File: config.mk
export PLATFORM = sky130hd
export DESIGN_NAME = pdm_mic_capture
export DESIGN_NICKNAME = d
export VERILOG_FILES = /design/src/rtl/pdm_mic_capture.sv
export SDC_FILE = /design/constraint.sdc
export NUM_CORES = 1
export LEC_CHECK = 0
export CAP_MARGIN = 20
export CELL_PAD_IN_SITES_DETAIL_PLACEMENT = 1
export CELL_PAD_IN_SITES_GLOBAL_PLACEMENT = 2
export CORE_MARGIN = 2
export CORE_UTILIZATION = 41
export CTS_CLUSTER_DIAMETER = 100
export CTS_CLUSTER_SIZE = 25
export DETAILED_ROUTE_END_ITERATION = 12
export PLACE_DENSITY = 0.88
export SKIP_LAST_GASP = 1
export SYNTH_ARGS = -nofsm -noshare
export SYNTH_HDL_FRONTEND = slang
export SYNTH_SLANG_ARGS = --single-unit
File: constraint.sdc
create_clock -name clk -period 6.3 [get_ports clk]
set_input_delay 1.26 -clock clk [delete_from_list [all_inputs] [get_ports clk]]
set_output_delay 1.26 -clock clk [all_outputs]
set_load 0.05 [all_outputs]
File: src/rtl/pdm_mic_capture.sv
// PDM microphone receiver: mic clock generation, CIC decimation to PCM,
// and a sample FIFO read by PicoSoC over the iomem bus.
module pdm_mic_capture #(
   parameter int CLK_DIV    = 16,
   parameter int DECIMATION = 64,
   parameter int FIFO_DEPTH = 16
) (
   input  logic        clk,
   input  logic        reset,
   input  logic        iomem_valid,
   output logic        iomem_ready,
   input  logic [3:0]  iomem_wstrb,
   input  logic [31:0] iomem_addr,
   input  logic [31:0] iomem_wdata,
   output logic [31:0] iomem_rdata,
   output logic        mic_clk,
   input  logic        pdm_in
);

   localparam int SB = 2 * $clog2(DECIMATION);
   localparam int W  = SB + 1;
   localparam int DW = $clog2(CLK_DIV);
   localparam int RW = $clog2(DECIMATION);
   localparam int AW = $clog2(FIFO_DEPTH);
   localparam int CW = AW + 1;

   localparam logic [DW-1:0] DIV_LAST = DW'(CLK_DIV - 1);
   localparam logic [DW-1:0] DIV_HALF = DW'(CLK_DIV / 2);
   localparam logic [RW-1:0] DEC_LAST = RW'(DECIMATION - 1);
   localparam logic [SB-1:0] PCM_MAX  = '1;
   localparam logic [CW-1:0] CNT_FULL = CW'(FIFO_DEPTH);

   localparam logic [1:0] REG_CTRL   = 2'd0;
   localparam logic [1:0] REG_STATUS = 2'd1;
   localparam logic [1:0] REG_DATA   = 2'd2;

   // clock generation / capture / CIC state
   logic [1:0]    sync_q, sync_d;
   logic          en_q, en_d;
   logic [DW-1:0] div_q, div_d;
   logic          mic_clk_q, mic_clk_d;
   logic [W-1:0]  i1_q, i1_d;
   logic [W-1:0]  i2_q, i2_d;
   logic [W-1:0]  d1_q, d1_d;
   logic [W-1:0]  d2_q, d2_d;
   logic [RW-1:0] dec_q, dec_d;
   logic [1:0]    warm_q, warm_d;
   logic          smp_vld_q, smp_vld_d;
   logic [SB-1:0] smp_q, smp_d;

   // FIFO and bus state
   logic [SB-1:0] mem_q [FIFO_DEPTH];
   logic [AW-1:0] wr_ptr_q, wr_ptr_d;
   logic [AW-1:0] rd_ptr_q, rd_ptr_d;
   logic [CW-1:0] cnt_q, cnt_d;
   logic          ovf_q, ovf_d;
   logic          ready_q, ready_d;
   logic [31:0]   rdata_q, rdata_d;

   // intermediate terms
   logic          tick;
   logic [W-1:0]  i1_n, i2_n, c1, y;
   logic [SB-1:0] y_cl;
   logic          accept, is_rd, empty, full;
   logic [1:0]    sel;
   logic [SB-1:0] head;
   logic [31:0]   rd_val;
   logic          pop, flush, ovf_clr, push_ok, drop, mem_we;
   logic          unused_bits;

   assign unused_bits = ^{iomem_addr[31:4], iomem_addr[1:0],
                          iomem_wstrb[3:2], iomem_wdata[31:9],
                          iomem_wdata[7:2]};

   assign iomem_ready = ready_q;
   assign iomem_rdata = rdata_q;
   assign mic_clk     = mic_clk_q;

   // Divider, bit capture and CIC integrate/comb on each mic_clk period
   always_comb begin
      sync_d    = {sync_q[0], pdm_in};
      tick      = en_q && (div_q == DIV_LAST);
      i1_n      = i1_q + W'(sync_q[1]);
      i2_n      = i2_q + i1_n;
      c1        = i2_n - d1_q;
      y         = c1 - d2_q;
      y_cl      = y[W-1] ? PCM_MAX : y[SB-1:0];
      div_d     = '0;
      i1_d      = i1_q;
      i2_d      = i2_q;
      d1_d      = d1_q;
      d2_d      = d2_q;
      dec_d     = dec_q;
      warm_d    = warm_q;
      smp_vld_d = 1'b0;
      smp_d     = smp_q;
      if (!en_q) begin
         i1_d   = '0;
         i2_d   = '0;
         d1_d   = '0;
         d2_d   = '0;
         dec_d  = '0;
         warm_d = '0;
      end else begin
         div_d = tick ? '0 : div_q + 1'b1;
         if (tick) begin
            i1_d  = i1_n;
            i2_d  = i2_n;
            dec_d = dec_q + 1'b1;
            if (dec_q == DEC_LAST) begin
               d1_d  = i2_n;
               d2_d  = c1;
               smp_d = {~y_cl[SB-1], y_cl[SB-2:0]};
               if (warm_q == 2'd2) begin
                  smp_vld_d = 1'b1;
               end else begin
                  warm_d = warm_q + 1'b1;
               end
            end
         end
      end
      mic_clk_d = en_q && (div_d < DIV_HALF);
   end

   // Bus decode, register access and FIFO pointer/count update
   always_comb begin
      accept  = iomem_valid && !ready_q;
      sel     = iomem_addr[3:2];
      is_rd   = (iomem_wstrb == 4'b0000);
      empty   = (cnt_q == '0);
      full    = (cnt_q == CNT_FULL);
      head    = mem_q[rd_ptr_q];
      rd_val  = '0;
      case (sel)
         REG_CTRL:   rd_val = {31'b0, en_q};
         REG_STATUS: rd_val = {22'b0, empty, ovf_q, 8'(cnt_q)};
         REG_DATA:   rd_val = empty ? '0 : {{(32-SB){head[SB-1]}}, head};
         default:    rd_val = '0;
      endcase
      pop     = accept && is_rd && (sel == REG_DATA) && !empty;
      flush   = accept && (sel == REG_CTRL) && iomem_wstrb[0]
                && iomem_wdata[1];
      ovf_clr = accept && (sel == REG_STATUS) && iomem_wstrb[1]
                && iomem_wdata[8];
      en_d    = en_q;
      if (accept && (sel == REG_CTRL) && iomem_wstrb[0]) begin
         en_d = iomem_wdata[0];
      end
      push_ok = smp_vld_q && (!full || pop) && !flush;
      drop    = smp_vld_q && full && !pop && !flush;
      mem_we  = push_ok;
      ovf_d   = ovf_q;
      if (ovf_clr) ovf_d = 1'b0;
      if (drop)    ovf_d = 1'b1;
      if (flush) begin
         wr_ptr_d = '0;
         rd_ptr_d = '0;
         cnt_d    = '0;
      end else begin
         wr_ptr_d = wr_ptr_q + AW'(push_ok);
         rd_ptr_d = rd_ptr_q + AW'(pop);
         cnt_d    = cnt_q + CW'(push_ok) - CW'(pop);
      end
      ready_d = accept;
      rdata_d = accept ? rd_val : '0;
   end

   // State registers with synchronous reset
   always_ff @(posedge clk) begin
      if (reset) begin
         sync_q    <= '0;
         en_q      <= 1'b0;
         div_q     <= '0;
         mic_clk_q <= 1'b0;
         i1_q      <= '0;
         i2_q      <= '0;
         d1_q      <= '0;
         d2_q      <= '0;
         dec_q     <= '0;
         warm_q    <= '0;
         smp_vld_q <= 1'b0;
         smp_q     <= '0;
         wr_ptr_q  <= '0;
         rd_ptr_q  <= '0;
         cnt_q     <= '0;
         ovf_q     <= 1'b0;
         ready_q   <= 1'b0;
         rdata_q   <= '0;
      end else begin
         sync_q    <= sync_d;
         en_q      <= en_d;
         div_q     <= div_d;
         mic_clk_q <= mic_clk_d;
         i1_q      <= i1_d;
         i2_q      <= i2_d;
         d1_q      <= d1_d;
         d2_q      <= d2_d;
         dec_q     <= dec_d;
         warm_q    <= warm_d;
         smp_vld_q <= smp_vld_d;
         smp_q     <= smp_d;
         wr_ptr_q  <= wr_ptr_d;
         rd_ptr_q  <= rd_ptr_d;
         cnt_q     <= cnt_d;
         ovf_q     <= ovf_d;
         ready_q   <= ready_d;
         rdata_q   <= rdata_d;
      end
   end

   // Sample storage; contents need no reset since count gates reads
   always_ff @(posedge clk) begin
      if (mem_we && !reset) begin
         mem_q[wr_ptr_q] <= smp_q;
      end
   end

endmodule

==> results of run 1 <==
==> where the power goes <==
group | leakage (nW) | internal [W] | total [W] | switching, W
logic | 2.12 | 0.0000107 | 0.0000262 | 0.0000154
registers | 3.07 | 0.00206 | 0.00206 | 0.000000790
clock network | 0.233 | 0.000512 | 0.00113 | 0.000620
total | 5.42 | 0.00259 | 0.00322 | 0.000636
==> per-layer routing <==
layer	part of all wire [%]	GRT usage, %	vias up	wire [um]
met1	45	22.6	3945	12700
met3	3.4	1.90	23	953
li1	-	-	3710	-
met2	50	30.5	116	14200
met5	0	0	-	0
met4	1.2	2.98	0	349
==> logic make-up (layout without fill, tap and decap cells) <==
| kind of cell | after synthesis | count (layout) |
|---|---|---|
| xor+xnor | 55 | 55 |
| fa+ha+maj | 56 | 56 |
| flops | 300 | 300 |
| buf+inv | 96 | 141 |
| simple gates | 233 | 233 |
| mux | 61 | 61 |
| compound gates | 182 | 182 |
==> worst min path at each step <==
stage	endpoint	slack, ps
detailed placement	d2_q[5]$_SDFFE_PP0P_	450
CTS	d1_q[9]$_SDFFE_PP0P_	460
finish	d1_q[3]$_SDFFE_PP0P_	460
global route	d2_q[6]$_SDFFE_PP0P_	480
floorplan	sync_q[1]$_SDFF_PP0_	410
global placement	d1_q[12]$_SDFFE_PP0P_	440
==> critical path: stages, from the launching register on <==
cell,delay (ps)
dfxtp_1,370
ha_1,210
xor2_1,340
ha_1,300
a21o_1,160
a21oi_1,270
xnor2_1,260
ha_1,340
o21a_1,190
o31a_1,130
or4_4,450
a31oi_1,210
xnor2_1,190
ha_1,330
a21o_1,220
a21oi_1,140
nand2_1,100
a21o_1,180
a21oi_1,280
xor3_2,520
a211oi_2,210
==> stage by stage <==
| stage | setup WS, ps | total power [W] | utilization (%) | hold WS, ps |
|---|---|---|---|---|
| global route | 420 | 0.00333 | 46.1 | 480 |
| detailed placement | 777 | 0.00214 | 44.6 | 446 |
| global placement | 848 | 0.00214 | 44.6 | 438 |
| CTS | 738 | 0.00326 | 46.1 | 459 |
| finish | 814 | 0.00322 | 46.1 | 459 |
| floorplan | 1430 | 0.00212 | - | 414 |
==> area by class of cell <==
cell class | count | area share [%]
clock buffers | 24 | 3.09
clock inverters | 4 | 0.206
inverters | 42 | 1.08
multi-input cells | 587 | 33.3
flip-flops and latches | 300 | 54.4
well taps | 402 | 3.45
repair buffers | 71 | 4.49
==> sequential cells by signal, summed over array words and instances, names as in the netlist, 2 cells and up <==
register,flops
i2_q,13
div_q,4
wr_ptr_q,4
mem_q,192
rd_ptr_q,4
d1_q,13
i1_q,13
iomem_rdata,12
cnt_q,5
dec_q,6
sync_q,2
warm_q,2
d2_q,13
smp_q,12
==> placed cells by master (no fill, tap or decap), drive strengths merged, types with 14 or more instances in the layout <==
cell	netlist	routed
xnor2	34	34
a211oi	19	19
inv	41	43
o21ai	34	34
mux4	55	55
clkdlybuf4s50	0	46
ha	52	52
buf	28	25
edfxtp	192	192
clkbuf	26	24
dfxtp	108	108
a21oi	48	48
xor2	18	18
a22o	20	20
nand2	68	68
nor2	76	76
nor2b	15	15
nand3	14	14
==> results.toml, run 1 <==
[global_route]
grt_overflow = 0
grt_pass1_wl_mm = 45.2
grt_pass1_vias = 8067
grt_max_degree = 50
antenna_found_initial = 0
grt_usage_pct = 17.0

[synth]
synth_top_area_share_pct = 43.6
synth_nets = 1111
synthTopCellsByArea = "edfxtp_1 (44%), dfxtp_1 (16%), mux4_2 (9.4%)"
synth_compound_area_share_pct = 8.99
synth-xor-area-share_pct = 4.03
synth_fa_ha_area_share_pct = 5.52
synth_flop_cell = "edfxtp_1"
ys_seq_area_share_pct = 59.9
netlist-cell-type-count = 55
synth_edf_count = 192
ys_warn_count = 0
synth_top_family_by_area = "multiplexers"
syn_area_per_cell_sq_um = 13.5
synth_common_cells = "edfxtp_1 (192), dfxtp_1 (108), nor2_1 (76), nand2_1 (68), mux4_2 (55)"
synthSimpleGateAreaFrac_pct = 8.40
synth.most_common_cell = "edfxtp_1"
syn_area_sq_um = 13200
ys_seq_elements = 300
yosysTopAreaCell = "edfxtp_1"
synth_mux_area_share_pct = 9.81
netlist_instances = 983
async_flop_share_pct = 0

[power]
power_density_nw_per_um2 = 221
p_leak_nw = 5.42
peakVddDrop_mv = 0.142

[min_path]
whs_path_depth = 2
hold_path.class = "register to register"
hold_path_startpoint = "d1_q[3]$_SDFFE_PP0P_"

[worst_setup_path]
critical_path.endpoint_type = "register"
worstSetupStartpointType = "register"
regToRegStartpoint = "i1_q[0]$_SDFFE_PP0P_"
path_class = "register to register"
cp.arrival_ps = 5910
crit_required_ps = 6720
cp_max_fo = 10
startpoint = "i1_q[0]$_SDFFE_PP0P_"
crit_end = "smp_q[1]$_SDFFE_PP0P_"
r2r_slack_ps = 810
r2r_cells = 20
rr_endpoint = "smp_q[1]$_SDFFE_PP0P_"

[final_layout]
fin_area_sq_um = 14600
antenna_cells = 0
multi_input_area_sq_um = 4860
final_cells = 1430
seq_area_sq_um = 7930
fill_cells = 3264
drive_gt1_share_pct = 10.7
area_growth_pct = 10.3
fin_nets = 1146

[detailed_routing]
drt_iter0_markers = 490
first_pass_iters = 4
routed_via_density = 5.45
drc = 0
via_count = 7794
ant_nets = 0
post_drt_wl_per_cell_um = 19.7
wirelength_mm = 28.2

[floorplanning]
fp.dieH_um = 184
pin_count = 106
start_util_pct = 41.8
core_region_area_sq_um = 31600
num_rows = 65
dieArea_sq_um = 33700
die_w_um = 184

[place]
portBuffers = 46
dpl.cell_count = 1401
place.gp.congestion = 0.763
dpl_cell_area_sq_um = 14100
dp_hpwl_mm = 19.5

[clock_network]
post_cts_buffers = 0
cts_buffers = 16
clockBufferDepth = 3
cts_root_buffer = "clkbuf_16"
worstSkewPairLatency_ps = 500
ctsHoldBuffers = 0
tritoncts = "done"
clkTransAtPathRegs_ps = 90
cts_htree_levels = 1
ctsResizeCount = 0
cts_sinks = 300

[sta]
tightestPinTransition_ps = 1010
max_freq_mhz = 182
setup_viol = 0
max_slew_margin_pct = 32.7
fin_crit_ps = 5490
hold_viol_final = 0
final.setup_skew_ps = 17.4
post-route-period-util_pct = 87.1
slew_viol_final = 0
tns_ps = 0
rsz0062_at_grt = "false"

[job]
drv_cap = 0

[run_status]
status = "finished clean"
Note: power is estimated with default switching activity, not from simulation.
==> run 2: changes to the inputs <==
Settings changed: CORE_MARGIN 2 to 4, CTS_CLUSTER_SIZE 25 to 14.
==> run 2 against run 1 <==
Register-to-register slack worse by 110 ps. Design area increased by 1.5%. Critical path depth is the same. Global-route usage shrank 0.68 points. Non-clock buffer count unchanged. Largest power group unchanged. Sequential share of layout area decreased by 0.83 points. Setup slack lost 110 ps. Via count up 0.46%. Maximum frequency shrank 2.0%. Largest cell class unchanged. Count of clock-buffer cells in the layout up 18.
==> results.toml, run 2 (synthesized netlist as in run 1, its figures left out) <==
[run_status]
status = "finished clean"

[worst_setup_path]
critical_path.endpoint_type = "register"
path_cells = "ha_1 > xor2_1 > ha_1 > a21o_1 > a21oi_1 > xnor2_1 > ha_1 > o21a_1 > o31a_1 > or4_4 > a31oi_1 > xnor2_1 > ha_1 > a21o_1 > a21oi_1 > nand2_1 > a21o_1 > a21oi_1 > xor3_2 > a31oi_1"
timing.critical_path.slowest_stage_cell = "xor3_2"
cp_slowest_stage_delay_ps = 520
path_class = "register to register"
worstSetupStartpointType = "register"
timing.critical_path.mode_cell = "ha_1"
cp_max_fo = 10
cp.arrival_ps = 6030
crit_required_ps = 6740

[sta]
tightestPinTransition_ps = 1000
slew_viol_final = 0
tns_ps = 0
setup_viol = 0
fin_crit_ps = 5600
hold_viol_final = 0
rsz0062_at_grt = "false"
max_slew_margin_pct = 33.2
max_freq_mhz = 179
final.setup_skew_ps = 18.0
post-route-period-util_pct = 88.8

[floorplanning]
num_rows = 65
dieArea_sq_um = 35200
fp.dieH_um = 188
die_w_um = 188
pin_count = 106
core_region_area_sq_um = 31700
start_util_pct = 41.7

[clock_network]
clockBufferDepth = 3
ctsResizeCount = 0
worstSkewPairLatency_ps = 520
tritoncts = "done"
clkTransAtPathRegs_ps = 70
cts_htree_levels = 1
ctsHoldBuffers = 0
post_cts_buffers = 0
cts_root_buffer = "clkbuf_16"
cts_sinks = 300
cts_buffers = 25

[final_layout]
final_cell_mix = "edfxtp_1 (192), dfxtp_1 (106), nor2_1 (76), nand2_1 (68), mux4_2 (55)"
fin_nets = 1155
largest_register_ffs = 192
drive_gt1_share_pct = 11.2
final_common_cell = "edfxtp_1"
area_growth_pct = 12.0
fin_util_pct = 46.7
antenna_cells = 0
regMostFlops = "mem_q"

[detailed_routing]
post_drt_wl_per_cell_um = 19.8
ant_nets = 0
drt_iter0_markers = 595
routed_via_density = 5.41
drc = 0
via_count = 7830
first_pass_iters = 5
wirelength_mm = 28.7

[power]
power.share.combinational_pct = 0.7
clkPwrFrac_pct = 40.4
p_seq_share_pct = 58.9
power_density_nw_per_um2 = 237
peakVddDrop_mv = 0.165
switchingPower_w = 0.000687
p_leak_nw = 5.52
p_int_w = 0.00282
swShare_pct = 19.6

[global_route]
grt_overflow = 0
grt_pass1_wl_mm = 46.7
grt_pass1_vias = 8264
grt_usage_pct = 16.4
grt_max_degree = 50
antenna_found_initial = 0

[place]
dp_hpwl_mm = 19.6
portBuffers = 46
place.gp.congestion = 0.781

[job]
drv_cap = 0

[min_path]
hold_path.class = "register to register"
[run 2: changes by cell type in the layout (fill, tap and decap cells not counted), sizes merged]
cell / delta
clkbuf: +18
clkinv: -2
[run 2: per-stage QoR]
| step | cells | power (W) | setup slack [ps] | cell area, sq um | hold slack [ps] |
|---|---|---|---|---|---|
| after global placement | 1401 | 0.00214 | 836 | 14100 | 438 |
| after floorplan | 983 | 0.00212 | 1430 | 13200 | 414 |
| final | 1446 | 0.00351 | 704 | 14800 | 453 |
| after CTS | 1445 | 0.00355 | 691 | 14800 | 455 |
| after detailed placement | 1401 | 0.00214 | 739 | 14100 | 445 |
| after global routing | 1446 | 0.00363 | 317 | 14800 | 484 |
[run 2: final timing paths]
| kind | from | endpoint | slack (ps) | cells past startpoint |
|---|---|---|---|---|
| setup / recovery | i1_q[0]$_SDFFE_PP0P_ | smp_q[7]$_SDFFE_PP0P_ | 700 | 20 |
| hold / removal | d1_q[4]$_SDFFE_PP0P_ | d1_q[4]$_SDFFE_PP0P_ | 450 | 2 |
| hold reg to reg | d1_q[4]$_SDFFE_PP0P_ | d1_q[4]$_SDFFE_PP0P_ | 450 | 2 |
| setup reg to reg | i1_q[0]$_SDFFE_PP0P_ | smp_q[7]$_SDFFE_PP0P_ | 700 | 20 |
[run 2: final cells by class]
type | instances | area (sq um)
clock buffers | 42 | 689
clock inverters | 2 | 17.5
fillers | 3213 | 16900
inverters | 42 | 158
multi-input cells | 587 | 4860
flip-flops and latches | 300 | 7930
well taps | 402 | 503
repair buffers | 71 | 656
[run 2: power by group through the flow]
stage	clock, W	combinational (W)	sequential (W)
6_report	0.00142	0.0000262	0.00207
5_1_grt	0.00154	0.0000286	0.00207
4_1_cts	0.00146	0.0000265	0.00207
3_5_place_dp	0	0.0000263	0.00211
3_3_place_gp	0	0.0000262	0.00211
2_1_floorplan	0	0.00000890	0.00211
[run 2: critical path, delay by kind of cell, from the launching register on]
kind                       cells  cell delay, ps
xor gates and xnor gates       4            1330
adders and majority gates      4            1220
and+or+nand+nor                2             560
DFF                            1             360
AOI/OAI and AO/OA             10            2010
[run 2: routing by layer]
layer  part of all wire [%]  routed length (um)  vias up  global-route usage, %
li1                       -                   -     3754                      -
met1                     44               12600     3914                   21.7
met2                     51               14500      140                   29.1
met3                    4.2                1210       22                   2.20
met4                    1.1                 329        0                   2.94
met5                      0                   0        -                      0
==> run 3: changes to the inputs <==
Settings changed: SKIP_LAST_GASP 1 to unset.
==> results of run 3 <==
No change in the layout: final DEF, timing and power equal those of run 2.
